==> src/rtl/load_store_unit.sv <==
// Load/store front end: word-only mem access with sub-word RMW stores and extended loads.
// Latency accept->resp_valid: error 1, load 2, store 3; one op in flight, resp held until resp_ready.
module load_store_unit #(
    parameter int RAM_SIZE_LOG = 8,
    parameter bit CHECK_RANGE  = 1'b1
) (
    input  logic        clk,
    input  logic        reset,
    input  logic        req_valid,
    output logic        req_ready,
    input  logic        req_we,
    input  logic [2:0]  req_mode,
    input  logic [31:0] req_addr,
    input  logic [31:0] req_wdata,
    output logic        resp_valid,
    input  logic        resp_ready,
    output logic [31:0] resp_rdata,
    output logic        resp_err,
    output logic [31:0] mem_ra,
    input  logic [31:0] mem_rd,
    output logic        mem_we,
    output logic [31:0] mem_wa,
    output logic [2:0]  mem_wm,
    output logic [31:0] mem_wd
);
    typedef enum logic [1:0] {IDLE, READ, WRITE, RESP} state_t;

    localparam logic [2:0] MODE_BYTE  = 3'b000;
    localparam logic [2:0] MODE_HALF  = 3'b001;
    localparam logic [2:0] MODE_WORD  = 3'b010;
    localparam logic [2:0] MODE_UBYTE = 3'b100;
    localparam logic [2:0] MODE_UHALF = 3'b101;

    state_t      state_q;
    logic        we_q;
    logic [2:0]  mode_q;
    logic [1:0]  addr_q;
    logic [31:0] wdata_q;
    logic        req_ready_q;
    logic        resp_valid_q;
    logic [31:0] resp_rdata_q;
    logic        resp_err_q;
    logic [31:0] mem_ra_q;
    logic        mem_we_q;
    logic [31:0] mem_wa_q;
    logic [31:0] mem_wd_q;

    logic        req_err;
    logic [31:0] load_d;
    logic [31:0] merge_d;
    logic [7:0]  rd_byte;
    logic [15:0] rd_half;

    always_comb begin
        req_err = 1'b0;
        case (req_mode)
            MODE_BYTE:  req_err = 1'b0;
            MODE_HALF:  req_err = req_addr[0];
            MODE_WORD:  req_err = (req_addr[1:0] != 2'b00);
            MODE_UBYTE: req_err = req_we;
            MODE_UHALF: req_err = req_we | req_addr[0];
            default:    req_err = 1'b1;
        endcase
        if (CHECK_RANGE && ((req_addr >> (RAM_SIZE_LOG + 2)) != 32'd0)) begin
            req_err = 1'b1;
        end
    end

    assign rd_byte = mem_rd[{addr_q, 3'b000} +: 8];
    assign rd_half = mem_rd[{addr_q[1], 4'b0000} +: 16];

    always_comb begin
        load_d = 32'd0;
        case (mode_q)
            MODE_BYTE:  load_d = {{24{rd_byte[7]}}, rd_byte};
            MODE_HALF:  load_d = {{16{rd_half[15]}}, rd_half};
            MODE_WORD:  load_d = mem_rd;
            MODE_UBYTE: load_d = {24'd0, rd_byte};
            MODE_UHALF: load_d = {16'd0, rd_half};
            default:    load_d = 32'd0;
        endcase
    end

    // Lanes not addressed by the store keep the word just read.
    always_comb begin
        merge_d = mem_rd;
        case (mode_q)
            MODE_BYTE, MODE_UBYTE: merge_d[{addr_q, 3'b000} +: 8]       = wdata_q[7:0];
            MODE_HALF, MODE_UHALF: merge_d[{addr_q[1], 4'b0000} +: 16]  = wdata_q[15:0];
            MODE_WORD:             merge_d = wdata_q;
            default:               merge_d = mem_rd;
        endcase
    end

    always_ff @(posedge clk) begin
        if (reset) begin
            state_q      <= IDLE;
            we_q         <= 1'b0;
            mode_q       <= 3'd0;
            addr_q       <= 2'd0;
            wdata_q      <= 32'd0;
            req_ready_q  <= 1'b1;
            resp_valid_q <= 1'b0;
            resp_rdata_q <= 32'd0;
            resp_err_q   <= 1'b0;
            mem_ra_q     <= 32'd0;
            mem_we_q     <= 1'b0;
            mem_wa_q     <= 32'd0;
            mem_wd_q     <= 32'd0;
        end else begin
            case (state_q)
                IDLE: begin
                    if (req_valid) begin
                        we_q        <= req_we;
                        mode_q      <= req_mode;
                        addr_q      <= req_addr[1:0];
                        wdata_q     <= req_wdata;
                        req_ready_q <= 1'b0;
                        if (req_err) begin
                            resp_valid_q <= 1'b1;
                            resp_err_q   <= 1'b1;
                            resp_rdata_q <= 32'd0;
                            state_q      <= RESP;
                        end else begin
                            mem_ra_q <= {req_addr[31:2], 2'b00};
                            state_q  <= READ;
                        end
                    end
                end
                READ: begin
                    if (we_q) begin
                        mem_we_q <= 1'b1;
                        mem_wa_q <= mem_ra_q;
                        mem_wd_q <= merge_d;
                        state_q  <= WRITE;
                    end else begin
                        resp_valid_q <= 1'b1;
                        resp_err_q   <= 1'b0;
                        resp_rdata_q <= load_d;
                        state_q      <= RESP;
                    end
                end
                WRITE: begin
                    mem_we_q     <= 1'b0;
                    resp_valid_q <= 1'b1;
                    resp_err_q   <= 1'b0;
                    resp_rdata_q <= 32'd0;
                    state_q      <= RESP;
                end
                RESP: begin
                    if (resp_ready) begin
                        resp_valid_q <= 1'b0;
                        req_ready_q  <= 1'b1;
                        state_q      <= IDLE;
                    end
                end
            endcase
        end
    end

    assign req_ready  = req_ready_q;
    assign resp_valid = resp_valid_q;
    assign resp_rdata = resp_rdata_q;
    assign resp_err   = resp_err_q;
    assign mem_ra     = mem_ra_q;
    // mem writes on the negedge inside WRITE, so reset must squash the pending strobe at once.
    assign mem_we     = mem_we_q & ~reset;
    assign mem_wa     = mem_wa_q;
    assign mem_wm     = MODE_WORD;
    assign mem_wd     = mem_wd_q;
endmodule

==> config.mk <==
export PLATFORM = sky130hd
export DESIGN_NAME = load_store_unit
export DESIGN_NICKNAME = d
export VERILOG_FILES = /design/src/rtl/load_store_unit.sv
export SDC_FILE = /design/constraint.sdc
export NUM_CORES = 1
export LEC_CHECK = 0
export CORE_MARGIN = 2
export CORE_UTILIZATION = 52
export CTS_BUF_LIST = sky130_fd_sc_hd__clkbuf_4
export DETAILED_ROUTE_END_ITERATION = 6
export HOLD_SLACK_MARGIN = 0.1
export PLACE_DENSITY = 0.94
export SETUP_SLACK_MARGIN = 0.4
export SYNTH_ARGS = -nofsm -noshare
export SYNTH_HDL_FRONTEND = slang
export SYNTH_SLANG_ARGS = --single-unit
==> constraint.sdc <==
create_clock -name clk -period 7.1 [get_ports clk]
set_clock_uncertainty 0.05 [all_clocks]
set_input_delay 2.13 -clock clk [delete_from_list [all_inputs] [get_ports clk]]
set_output_delay 2.13 -clock clk [all_outputs]
set_load 0.05 [all_outputs]
==> impl_metrics.ini, run 1 <==
[logic_synthesis]
synth_edf_count = 0
synth_top_cell_area_share = 0.450
synth_flop_cell = dfxtp_1
syn_area_per_cell_um2 = 8.58
synth.distinct_cells = 53
ys_seq_area_frac = 0.450
ys_ff_latch = 168
synth_area_leaders = dfxtp_1 (45%), nand2_1 (8.0%), a21oi_1 (6.3%), mux2i_1 (4.3%), nand2b_1 (4.1%)
yosys.area.top_type = dfxtp_1
ys_warn_count = 0
synthesis.area_um2 = 7480
synthCells = 872
async_flop_share = 0

[worst_setup_path]
crit_cells = 3
crit_slowest_cell = clkdlybuf4s50_1
critPathKind = input port to output pin
slowest_delay_ps = 830
crit_family = buffers and inverters
startpoint_type = input port
ff2ff_path_depth = 6
required_ps = 4920
arrival_ps = 3230
crit_fanout = 2
endpoint_kind = output pin
path_buf_inv = 2
critPathLaunch = reset
r2r-start = state_q[1]
worstPathCellList = buf_4, nor2b_1, clkdlybuf4s50_1

[global_route]
grt_pass1_vias = 6587
grt_use_total = 0.290
antenna_found_initial = 1
grt_max_degree = 85
grt-ovfl-total = 0
grt_first_pass_wirelength_mm = 34.1

[worst_hold_path]
min_path_type = flop to flop
holdCritStartpoint = mem_wa[6]
whs_path_depth = 2

[sta]
report.final.slew_viol_count = 0
fin_setup_tns_ps = 0
layout_worst_path_cycle_share = 0.762
setup_viol_count_final = 0
slew_headroom = 0.197
maxClockFrequency_ghz = 0.185
min_period_ps = 5410
tightestPinTransition_ps = 1200
hold_viol = 0
rsz0062_at_grt = no

[detailed_routing]
dr.max_layer_used = met4
routed_via_density = 5.66
routed_wirelength_mm = 22.5
num_vias = 7099
avgRoutedWirePerCell_um = 18.0
met2_length_mm = 10.7
drt_iter0_drc = 861
wl_met1_mm = 8.84
drc_errors = 1
wl_met3_mm = 2.07
detail-route-antenna-nets = 0
first_pass_iters = 7

[finish]
layout_common_cells = clkdlybuf4s50_1 (230), dfxtp_1 (168), nand2_1 (158)
final_nets = 1175
final_cell_area_um2 = 10000
drive_above_1_share = 0.0624
area_growth_pct = 33.7
num-fill-cells = 1073
layout_commonest_cell = clkdlybuf4s50_1

[floorplan]
row_count = 43
start_util = 0.535
core-area_um2 = 14000
die_w_um = 124
dieArea_um2 = 15400
die_y_um = 124
ios = 239

[clocking]
clk_path_buf_depth = 2
holdBufCountCts = 0
cts_buffers = 17
clk_pin_slew_worst_paths_ps = 130
cts_num_sinks = 168
clk_latency_ps = 580
h-tree-depth = 4
cts_tree = done
cts_root_buf = clkbuf_4
postCtsSetupBuffers = 0
cts_resized = 0

[status]
status = finished with violations
violations = DRC

[pwr]
p_total_mw = 2.59
leakage_nw = 3.63
power.density_nw_per_um2 = 259
max-vdd-ir-drop_v = 0.000176

[placed_design]
place.gp.congestion = 0.981
numPortBuffers = 231
hpwl_mm = 16.3
post_dp_cell_area_um2 = 9740

[run]
drv_cap = 0
[state kept, by name, indices dropped and copies added, names as in the netlist, 2 cells and up]
| signal | flops |
|---|---|
| mem_ra | 30 |
| mode_q | 3 |
| resp_rdata | 32 |
| wdata_q | 32 |
| addr_q | 2 |
| mem_wa | 30 |
| mem_wd | 32 |
| state_q | 2 |
[Yosys cell counts (20+ instances only)]
library cell	count
a21oi_1	94
a221oi_1	28
and2_1	40
clkbuf_1	51
dfxtp_1	168
mux2i_1	32
nand2_1	159
nand2b_1	49
nor2_1	44
nor2b_1	20
nor3_1	21
o21ai_0	27
[final timing paths]
kind	slack [ps]	to
max	1690	mem_we
min	410	mem_wa[6]
max reg2reg	3860	resp_rdata[7]
min reg2reg	410	mem_wa[6]
[worst register-to-register path, delay by kind of cell, from the launching register on]
| family | cells | cell delay (ps) |
|---|---|---|
| buffers and inverters | 1 | 110 |
| multiplexers | 1 | 460 |
| AND/OR/NAND/NOR | 2 | 960 |
| adder cells (fa/ha/maj) | 1 | 310 |
| flip-flops | 1 | 380 |
| AO/OA/AOI/OAI | 1 | 880 |
[metal layers]
metal | up-vias | GRT usage
met3 | 68 | 0.0842
li1 | 3382 | -
met4 | 0 | 0.135
met2 | 393 | 0.464
met1 | 3256 | 0.363
met5 | - | 0
[per-stage QoR]
| step | hold slack [ps] | setup WS, ps | utilization | instances |
|---|---|---|---|---|
| finish | 413 | 1690 | 0.715 | 1254 |
| floorplan | 386 | 1730 | - | 877 |
| global route | 431 | 1660 | 0.715 | 1254 |
| detailed placement | 398 | 1700 | 0.697 | 1222 |
| CTS | 417 | 1690 | 0.715 | 1253 |
| global placement | 391 | 1710 | 0.697 | 1222 |
[logic make-up (layout without fill, tap and decap cells)]
group,count (synthesis),in the layout,synth area share
fa+ha+maj,10,10,0.0167
compound gates,200,200,0.172
other cells,2,8,0.00100
flops,168,168,0.450
mux,51,51,0.0764
simple gates,359,359,0.233
buf+inv,82,278,0.0514
[area by class of cell]
class / instances / area, um^2 / area share
inverter: 8 / 30.0 / 0.00300
sequential: 168 / 3360 / 0.336
multi-input combinational: 627 / 3750 / 0.375
antenna: 1 / 2.50 / 0.000250
timing repair buffer: 239 / 2370 / 0.237
clock inverter: 13 / 123 / 0.0123
clock buffer: 18 / 135 / 0.0135
tap: 180 / 225 / 0.0225
[power by group]
group	total, mW	switching [mW]	internal [mW]
logic	0.940	0.586	0.354
registers	1.13	0.0938	1.03
clock network	0.519	0.340	0.178
No activity file was read; power rests on OpenSTA's default activity.
==> run 2, diff against run 1 <==
--- a/config.mk
+++ b/config.mk
@@ -6,11 +6,11 @@
 export NUM_CORES = 1
 export LEC_CHECK = 0
 export CORE_MARGIN = 2
-export CORE_UTILIZATION = 52
+export CORE_UTILIZATION = 48
 export CTS_BUF_LIST = sky130_fd_sc_hd__clkbuf_4
 export DETAILED_ROUTE_END_ITERATION = 6
 export HOLD_SLACK_MARGIN = 0.1
-export PLACE_DENSITY = 0.94
+export PLACE_DENSITY = 0.89
 export SETUP_SLACK_MARGIN = 0.4
 export SYNTH_ARGS = -nofsm -noshare
 export SYNTH_HDL_FRONTEND = slang
==> constraint.sdc (replaced) <==
create_clock -name clk -period 5.6 [get_ports clk]
set_clock_uncertainty 0.05 [all_clocks]
set_input_delay 1.68 -clock clk [delete_from_list [all_inputs] [get_ports clk]]
set_output_delay 1.68 -clock clk [all_outputs]
set_load 0.05 [all_outputs]
==> impl_metrics.ini, run 2 (same netlist as run 1, synthesis figures left out) <==
[worst_setup_path]
ff2ff_path_depth = 6
critPathLaunch = reset
endpoint_kind = output pin
arrival_ps = 2780
required_ps = 3870
rr_endpoint = mem_wd[5]
r2r_setup_slack_ps = 2750
critPathKind = input port to output pin
r2r-start = addr_q[1]
startpoint_type = input port
crit_fanout = 2
crit_end = mem_we

[finish]
final_nets = 1177
final_cells = 1265
layout_commonest_cell = clkdlybuf4s50_1
num-fill-cells = 1233
drive_above_1_share = 0.0660
final_util = 0.664
area_growth_pct = 34.9
layout_common_cells = clkdlybuf4s50_1 (230), dfxtp_1 (168), nand2_1 (158)

[global_route]
grt_use_total = 0.264
grt_max_degree = 85
grt_pass1_vias = 6511
grt_first_pass_wirelength_mm = 33.9
antenna_found_initial = 1
met2_usage = 0.420
grt_use_met1 = 0.335
use_met3 = 0.0624
grt-busiest-layer = met2
grt-ovfl-total = 0

[sta]
maxClockFrequency_ghz = 0.222
tightestPinTransition_ps = 852
min_period_ps = 4510
rsz0062_at_grt = no
worst_hold_slack_ps = 413
setup_viol_count_final = 0
fin_setup_tns_ps = 0
report.final.slew_viol_count = 0
hold_viol = 0
layout_worst_path_cycle_share = 0.805
slew_headroom = 0.431

[pwr]
power.density_nw_per_um2 = 336
leakage_nw = 3.67
p_total_mw = 3.39
max-vdd-ir-drop_v = 0.000210

[status]
status = complete, no violations

[floorplan]
die_w_um = 129
core-area_um2 = 15200
dieArea_um2 = 16600
ios = 239
die_y_um = 129
start_util = 0.492
row_count = 45

[placed_design]
place.gp.congestion = 0.978
placed_cells = 1232
numPortBuffers = 231
hpwl_mm = 16.2

[clocking]
clk_path_buf_depth = 2
cts_num_sinks = 168
postCtsSetupBuffers = 0
clk_pin_slew_worst_paths_ps = 150
cts_tree = done
cts_buffers = 17
clk_latency_ps = 590
holdBufCountCts = 0
cts_root_buf = clkbuf_4
h-tree-depth = 4
cts_resized = 0

[worst_hold_path]
min_path_type = flop to flop
whs_path_depth = 2

[run]
drv_cap = 0

[detailed_routing]
drc_errors = 0
num_vias = 7073
routed_via_density = 5.59
first_pass_iters = 7
routed_wirelength_mm = 22.2
detail-route-antenna-nets = 0
drt_iter0_drc = 718
avgRoutedWirePerCell_um = 17.5
## run 2: how the worst min path moves through the flow
stage,startpoint,endpoint
after global placement,mem_wa[8],mem_wa[8]
after floorplan,wdata_q[24],wdata_q[24]
after CTS,mem_wa[18],mem_wa[18]
after global routing,mem_wa[28],mem_wa[28]
final,mem_wa[22],mem_wa[22]
after detailed placement,mem_wa[18],mem_wa[18]
## run 2: final cells by class
cell class                      instances  area [um^2]  share of cell area
Timing Repair Buffer                  241         2380               0.236
Clock inverter                         15          190              0.0189
Clock buffer                           17          128              0.0127
Antenna cell                            1         2.50            0.000248
Tap cell                              188          235              0.0233
Sequential cell                       168         3360               0.333
Multi-Input combinational cell        627         3750               0.372
Inverter                                8         30.0             0.00298
## run 2: routing by layer
layer	up-vias	wire length, um
met5	-	0
met4	0	1030
met1	3252	8740
met2	360	10500
li1	3387	-
met3	74	1930
## run 2: report_power, final
part	total [mW]	switching, mW	internal, mW	leakage (nW)
Sequential	1.44	0.123	1.31	1.36
Clock	0.770	0.450	0.320	0.167
Combinational	1.18	0.735	0.448	2.14
Total	3.39	1.31	2.08	3.67
## run 2: per-stage QoR
stage / cell area, um^2 / setup WS [ps]
3_3_place_gp: 9770 / 1100
6_report: 10100 / 1090
2_1_floorplan: 7500 / 1130
5_1_grt: 10100 / 1060
4_1_cts: 10100 / 1090
3_5_place_dp: 9770 / 1100
## run 2: worst max-delay path, cell delays in order
cell,delay [ps]
buf_4,130
nor2b_1,120
clkdlybuf4s50_1,840
==> run 3, diff against run 2 <==
==> constraint.sdc (replaced) <==
create_clock -name clk -period 4.5 [get_ports clk]
set_clock_uncertainty 0.05 [all_clocks]
set_input_delay 1.35 -clock clk [delete_from_list [all_inputs] [get_ports clk]]
set_output_delay 1.35 -clock clk [all_outputs]
set_load 0.05 [all_outputs]
==> impl_metrics.ini, run 3 (same netlist as run 1, synthesis figures left out) <==
[detailed_routing]
drc_errors = 9
routed_via_density = 5.65
drt_iter0_drc = 746
routed_wirelength_mm = 22.4
detail-route-antenna-nets = 0
first_pass_iters = 7
num_vias = 7141
avgRoutedWirePerCell_um = 17.7

[worst_hold_path]
whs_path_depth = 2
holdCritStartpoint = mem_wa[3]
holdPathEnd = mem_wa[3]
min_path_type = flop to flop

[sta]
layout_worst_path_cycle_share = 0.730
fin_ws_ps = 1210
maxClockFrequency_ghz = 0.304
rsz0062_at_grt = no
worst_hold_slack_ps = 416
slew_headroom = 0.393
hold_viol = 0
fin_setup_tns_ps = 0
min_period_ps = 3290
tightestPinTransition_ps = 906
setup_viol_count_final = 0
report.final.slew_viol_count = 0

[worst_setup_path]
endpoint_kind = output pin
startpoint_type = input port
r2r_setup_slack_ps = 1600
crit_fanout = 2
rr_endpoint = mem_wd[5]
ff2ff_path_depth = 6
r2r-start = addr_q[1]
crit_path_frequent_cell = buf_4
crit_slowest_cell = buf_4
arrival_ps = 1890
critPathKind = input port to output pin
worstPathCellList = buf_4, nor2b_1, buf_4
slowest_delay_ps = 230
required_ps = 3100

[placed_design]
placed_cells = 1232
pre_cts_ws_ps = 627
hpwl_mm = 16.4
place.gp.congestion = 0.982
numPortBuffers = 231
post_dp_cell_area_um2 = 9790

[global_route]
met2_usage = 0.432
grt_first_pass_wirelength_mm = 34.6
grt-ovfl-total = 0
antenna_found_initial = 1
grt_use_total = 0.269
grt-busiest-layer = met2
grt_use_met1 = 0.347
grt_max_degree = 159
grt_pass1_vias = 6558
use_met3 = 0.0707

[finish]
final_nets = 1177
layout_common_cells = clkdlybuf4s50_1 (229), dfxtp_1 (168), nand2_1 (158)
area_growth_pct = 35.2
final_cell_area_um2 = 10100
drive_above_1_share = 0.0669
layout_commonest_cell = clkdlybuf4s50_1
final_util = 0.665
final_cells = 1265

[status]
violations = DRC
status = finished with violations

[pwr]
p_total_mw = 4.26
power.density_nw_per_um2 = 422
leakage_nw = 3.69
max-vdd-ir-drop_v = 0.000256

[floorplan]
core-area_um2 = 15200
dieArea_um2 = 16600
ios = 239
start_util = 0.492
die_y_um = 129
row_count = 45
die_w_um = 129

[clocking]
cts_tree = done
cts_root_buf = clkbuf_4
postCtsSetupBuffers = 0
cts_resized = 0
clk_latency_ps = 580
h-tree-depth = 4
cts_buffers = 17
holdBufCountCts = 0
clk_path_buf_depth = 2
clk_pin_slew_worst_paths_ps = 140
cts_num_sinks = 168

[run]
drv_cap = 0
-- run 3: layout make-up --
class | instances | area [um^2]
timing repair buffer | 241 | 2410
inverter | 8 | 30.0
clock buffer | 18 | 135
multi-input combinational | 627 | 3750
antenna | 1 | 2.50
tap | 188 | 235
fill | 1235 | 5090
sequential | 168 | 3360
clock inverter | 14 | 186
-- run 3: power by group --
part           leakage, nW  switching [mW]  internal [mW]
registers             1.36           0.154           1.63
logic                 2.15           0.924          0.577
clock network        0.172           0.569          0.408
-- run 3: layer usage --
layer  vias to the layer above  routed length [um]
met5                         -                   0
met4                         0                 795
met3                        75                2010
met2                       398               10600
met1                      3279                9010
li1                       3389                   -
-- run 3: critical path, delay by kind of cell --
family / cells / cell delay (ps)
simple gates: 1 / 160
buf+inv: 2 / 380
-- run 3: how the worst max path moves through the flow --
| stage | startpoint | endpoint | slack, ps |
|---|---|---|---|
| floorplan | reset | mem_we | 690 |
| global placement | req_addr[11] | resp_rdata[7] | 670 |
| detailed placement | req_addr[11] | resp_rdata[17] | 630 |
| CTS | reset | mem_we | 1190 |
| global route | req_addr[11] | resp_rdata[29] | 1160 |
| finish | reset | mem_we | 1210 |
